==> config.mk <==
export PLATFORM = sky130hd
export DESIGN_NAME = rti_pop_sequencer
export DESIGN_NICKNAME = d
export VERILOG_FILES = /design/src/rtl/rti_pop_sequencer.sv
export SDC_FILE = /design/constraint.sdc
export NUM_CORES = 1
export LEC_CHECK = 0
export ABC_CLOCK_PERIOD_IN_PS = 5440
export CAP_MARGIN = 20
export CELL_PAD_IN_SITES_DETAIL_PLACEMENT = 0
export CELL_PAD_IN_SITES_GLOBAL_PLACEMENT = 1
export CORE_MARGIN = 5
export CORE_UTILIZATION = 41
export DETAILED_ROUTE_END_ITERATION = 8
export GPL_ROUTABILITY_DRIVEN = 0
export PLACE_DENSITY = 0.86
export SLEW_MARGIN = 5
export SYNTH_ARGS = -nofsm -noshare
export SYNTH_HDL_FRONTEND = slang
export SYNTH_SLANG_ARGS = --single-unit
==> constraint.sdc <==
create_clock -name clk -period 5.44 [get_ports clk]
set_input_delay 0.544 -clock clk [delete_from_list [all_inputs] [get_ports clk]]
set_output_delay 0.544 -clock clk [all_outputs]
set_load 0.005 [all_outputs]
==> src/rtl/rti_pop_sequencer.sv <==
// rtl/rti_pop_sequencer.sv - RET/RTI stack unwind: pops PC (and flags) from data memory
module rti_pop_sequencer #(
  parameter int ADDR_W = 12,
  parameter int PC_W   = 32,
  parameter int FLAG_W = 3
) (
  input  logic              clk,
  input  logic              reset,
  input  logic              start,
  input  logic              is_rti,
  input  logic [ADDR_W-1:0] sp_in,
  output logic              rd_en,
  output logic [ADDR_W-1:0] rd_addr,
  input  logic [15:0]       rd_data,
  output logic              busy,
  output logic              stall,
  output logic              pc_load,
  output logic [PC_W-1:0]   pc_out,
  output logic              flags_load,
  output logic [FLAG_W-1:0] flags_out,
  output logic              sp_we,
  output logic [ADDR_W-1:0] sp_out,
  output logic              flush
);

  localparam logic [2:0] IDLE     = 3'd0;
  localparam logic [2:0] RD_FLAGS = 3'd1;
  localparam logic [2:0] RD_HI    = 3'd2;
  localparam logic [2:0] RD_LO    = 3'd3;
  localparam logic [2:0] CAP_LO   = 3'd4;
  localparam logic [2:0] DONE     = 3'd5;

  logic [2:0]        state;
  logic [ADDR_W-1:0] base;
  logic              rti;
  logic [FLAG_W-1:0] flags_q;
  logic [15:0]       hi_q;

  // A request is taken when idle or on the completion cycle of the previous frame.
  logic accept;
  assign accept = start && ((state == IDLE) || (state == DONE));

  // Sequencer state, frame base latch, partial-word capture and restored-value registers.
  always_ff @(posedge clk or posedge reset) begin
    if (reset) begin
      state     <= IDLE;
      base      <= '0;
      rti       <= 1'b0;
      flags_q   <= '0;
      hi_q      <= '0;
      pc_out    <= '0;
      flags_out <= '0;
      sp_out    <= '0;
    end else begin
      case (state)
        RD_FLAGS: state <= RD_HI;
        RD_HI: begin
          // flags word requested in RD_FLAGS arrives now; only the low bits matter
          if (rti) flags_q <= rd_data[FLAG_W-1:0];
          state <= RD_LO;
        end
        RD_LO: begin
          hi_q  <= rd_data;
          state <= CAP_LO;
        end
        CAP_LO: begin
          // low half arrives now; publish the whole frame so it is valid during DONE
          pc_out <= PC_W'({hi_q, rd_data});
          sp_out <= base + (rti ? ADDR_W'(3) : ADDR_W'(2));
          if (rti) flags_out <= flags_q;
          state <= DONE;
        end
        default: begin
          // IDLE and DONE share the accept rules; in DONE the new base is the SP just restored
          if (accept) begin
            base  <= (state == DONE) ? sp_out : sp_in;
            rti   <= is_rti;
            state <= is_rti ? RD_FLAGS : RD_HI;
          end else begin
            state <= IDLE;
          end
        end
      endcase
    end
  end

  // Moore outputs: read port drive, completion pulses and hazard signalling.
  always_comb begin
    rd_en      = 1'b0;
    rd_addr    = '0;
    busy       = (state != IDLE);
    stall      = (state != IDLE) || start;
    pc_load    = (state == DONE);
    sp_we      = (state == DONE);
    flush      = (state == DONE);
    flags_load = (state == DONE) && rti;
    case (state)
      RD_FLAGS: begin
        rd_en   = 1'b1;
        rd_addr = base + ADDR_W'(1);
      end
      RD_HI: begin
        rd_en   = 1'b1;
        rd_addr = base + (rti ? ADDR_W'(2) : ADDR_W'(1));
      end
      RD_LO: begin
        rd_en   = 1'b1;
        rd_addr = base + (rti ? ADDR_W'(3) : ADDR_W'(2));
      end
      default: ;
    endcase
  end

endmodule

==> results by group <==
Outcome
  – Status: finished clean

Floorplanning
  – Die ar.: 11620 µm²
  – Top Ports: 98
  – FP Rows: 35
  – Initial core utilization: 42.24%
  – Overall die width: 107.8 µm
  – Die Ht: 107.8 µm
  – Core area: 9284 µm²

Yosys
  – Syn Nets: 404
  – Post-synth EDFFs: 0
  – Synthesized area per cell: 10.68 µm²
  – Distinct cells, synth: 48
  – Cells after synthesis: 367
  – Yosys reg bits: 82
  – Async SR Flop Fraction: 100.0%
  – Synth warn: 0
  – Top FF cell, synth: dfrtp_1
  – Seq/Total Area, Yosys: 52.33%
  – Post-Synthesis Cell Area: 3921 µm²

Pwr
  – Leakage: 2.250 nW
  – Clock power frac: 13.2%
  – Int Power: 1.911 mW
  – Sw power: 1.083 mW
  – Power Dens Cells: 584.8 nW/µm²
  – Tot Pwr: 2.994 mW
  – Sequential power share: 39.0%
  – Switching part of the total: 36.16%
  – Maximum resistive drop on vdd: 296.2 µV
  – Comb pwr share: 47.8%

Clock network
  – Post-CTS Setup Repair Bufs: 0
  – CTS tree: built
  – CTS Buf Count: 9
  – Worst-Skew Late Latency: 0.34 ns
  – Cts repair resizes: 0
  – Clk slew on worst S/H paths: 0.09 ns
  – Clock Root Buffer: clkbuf_8
  – Hold_buf cts: 0
  – Clock Tree Buf Depth: 2
  – Clock Sinks: 82
  – CTS H-tree lvls: 3

Worst setup path
  – CP arrival: 3.47 ns
  – CP Class: reg -> out
  – R2R cell count: 4
  – WP data required: 4.90 ns
  – Nature of the critical path startpoint: register
  – Critical path endpoint category: output pin
  – Crit-path max FO: 18

Placed design
  – Post-DP HPWL: 6384 µm
  – Buffers on Ports: 97
  – Cells after DPL: 568
  – Dpl ws: 1.855 ns

STA
  – RSZ-0062 raised after global routing: false
  – Clock Skew: 0.01133 ns
  – PnR worst setup slack: 1.424 ns
  – Slew HR: 28.38%
  – Final critical-path required period: 4.016 ns
  – Hold Vio Cnt, Final: 0
  – Final setup viols: 0
  – Max frequency: 249.0 MHz
  – Max Slew Vio Count: 0
  – Worst-margin pin slew: 1.073 ns
  – Post-route clock period utilization: 73.82%
  – Setup TNS: 0 ns

Cells and area
  – Area grow syn2layout: 30.57%
  – Diodes inserted: 0
  – Commonest non-fill, non-tap cell in the layout: clkdlybuf4s50_1
  – Share of cells above drive strength 1: 15.35%
  – Layout net count: 488
  – Most frequent cells in the layout: 97 x clkdlybuf4s50_1, 82 x dfrtp_1, 72 x nand2_1
  – Fin cells: 585

Detailed routing
  – DR WL met2: 4465 µm
  – DRC viols: 0
  – WL met1: 4049 µm
  – Via/cell ratio: 4.974
  – Routed wl met3: 658 µm
  – Via count: 2910
  – TritonRoute pass-1 iters: 4
  – Wire length per cell: 15.79 µm
  – Highest metal used: met4
  – Final ANT Viol Nets: 0
  – Drt total wl: 9235 µm
  – 1st-iter DRT viols: 87

GRT
  – Total gr overflow: 0
  – Largest net degree at the start of global routing: 83
  – GRT Overall Usage: 16.88%
  – First-pass GRT wire length: 15540 µm
  – Antenna violations before repair: 0
  – Vias in the first global route: 3098

Job
  – Max_cap viols: 0

Worst hold path
  – Worst hold path cell count: 2
  – Hold Path Class: reg -> reg
-- metrics by stage --
stage          util, %  hold WS (ns)  area [µm²]
6_report         55.15        0.4779        5120
5_1_grt          55.15        0.4986        5120
4_1_cts          54.93        0.4825        5100
3_5_place_dp     53.10        0.4600        4930
3_3_place_gp     53.10        0.4515        4930
2_1_floorplan        -        0.4401        3921
-- cells by family (layout without fill, tap and decap cells) --
group | count (synthesis) | count (layout) | share of synthesized area (%)
flops | 82 | 82 | 52.33
buf+inv | 35 | 124 | 4.531
compound gates | 55 | 55 | 8.680
xor+xnor | 12 | 12 | 2.872
simple gates | 123 | 123 | 14.33
fa+ha+maj | 5 | 5 | 1.787
mux | 55 | 55 | 15.48
-- critical path, stage by stage, from the launching register on --
cell and delay [ns]:
dfrtp_1 0.58, nor4bb_1 0.36, buf_4 0.20, inv_1 0.05
ha_1 0.21, fa_1 0.46, nand3_4 0.13, nor2_1 0.05
o32a_1 0.31, a31oi_1 0.23, clkdlybuf4s50_1 0.54
-- layout make-up --
type	instances	area, µm²
clock buffers	11	131.4
clock inverters	5	38.79
fillers	838	4164
inverters	7	27.53
multi-input cells	250	1695
flip-flops and latches	82	2052
well taps	129	161.4
repair buffers	101	1013
-- final timing paths --
kind,start,to,slack [ns]
worst max-delay path,state[2],rd_addr[10],1.42
worst min-delay path,hi_q[9],hi_q[9],0.48
min in group asynchronous,reset,pc_out[14],0.65
worst max register to register,state[2],flags_out[2],3.16
max in group asynchronous,reset,base[3],4.18
worst min register to register,hi_q[9],hi_q[9],0.48
-- cells in the mapped netlist (2+ instances only) --
library cell	instances	area [µm²]
xor2_1	4	35.03
nand3b_1	4	30.03
clkbuf_1	10	37.54
xnor2_1	7	61.31
nor2_1	22	82.58
buf_4	7	52.55
ha_1	4	50.05
o21ai_0	15	75.07
o32ai_1	3	26.28
inv_1	7	26.28
o22ai_1	2	12.51
mux2_2	41	461.7
mux2i_1	13	130.1
nand4_1	4	25.02
buf_2	10	50.05
and2_1	2	12.51
or2_2	3	18.77
a21oi_1	18	90.09
a22oi_1	3	22.52
dfrtp_1	82	2052
nand2_1	72	270.3
nand2b_1	2	12.51
o211ai_1	2	15.01
nor3_1	6	30.03
-- power by group through the flow --
stage | combinational [mW] | clock (mW) | sequential, mW
3_5_place_dp | 1.44 | 0 | 1.18
6_report | 1.43 | 0.394 | 1.17
5_1_grt | 1.59 | 0.434 | 1.21
3_3_place_gp | 1.42 | 0 | 1.16
2_1_floorplan | 0.843 | 0 | 1.07
4_1_cts | 1.45 | 0.409 | 1.17
-- registers in the layout, summed over array words and instances (netlist names) --
signal     flops
base          12
flags_q        3
hi_q          16
rti            1
pc_out        32
state          3
flags_out      3
sp_out        12
-- layer usage --
layer / up-vias / global-route usage (%)
met4: 0 / 4.509
met5: - / 0
met3: 7 / 6.059
met1: 1406 / 20.91
met2: 79 / 27.89
li1: 1418 / -
No activity file was read; power rests on OpenSTA's default activity.
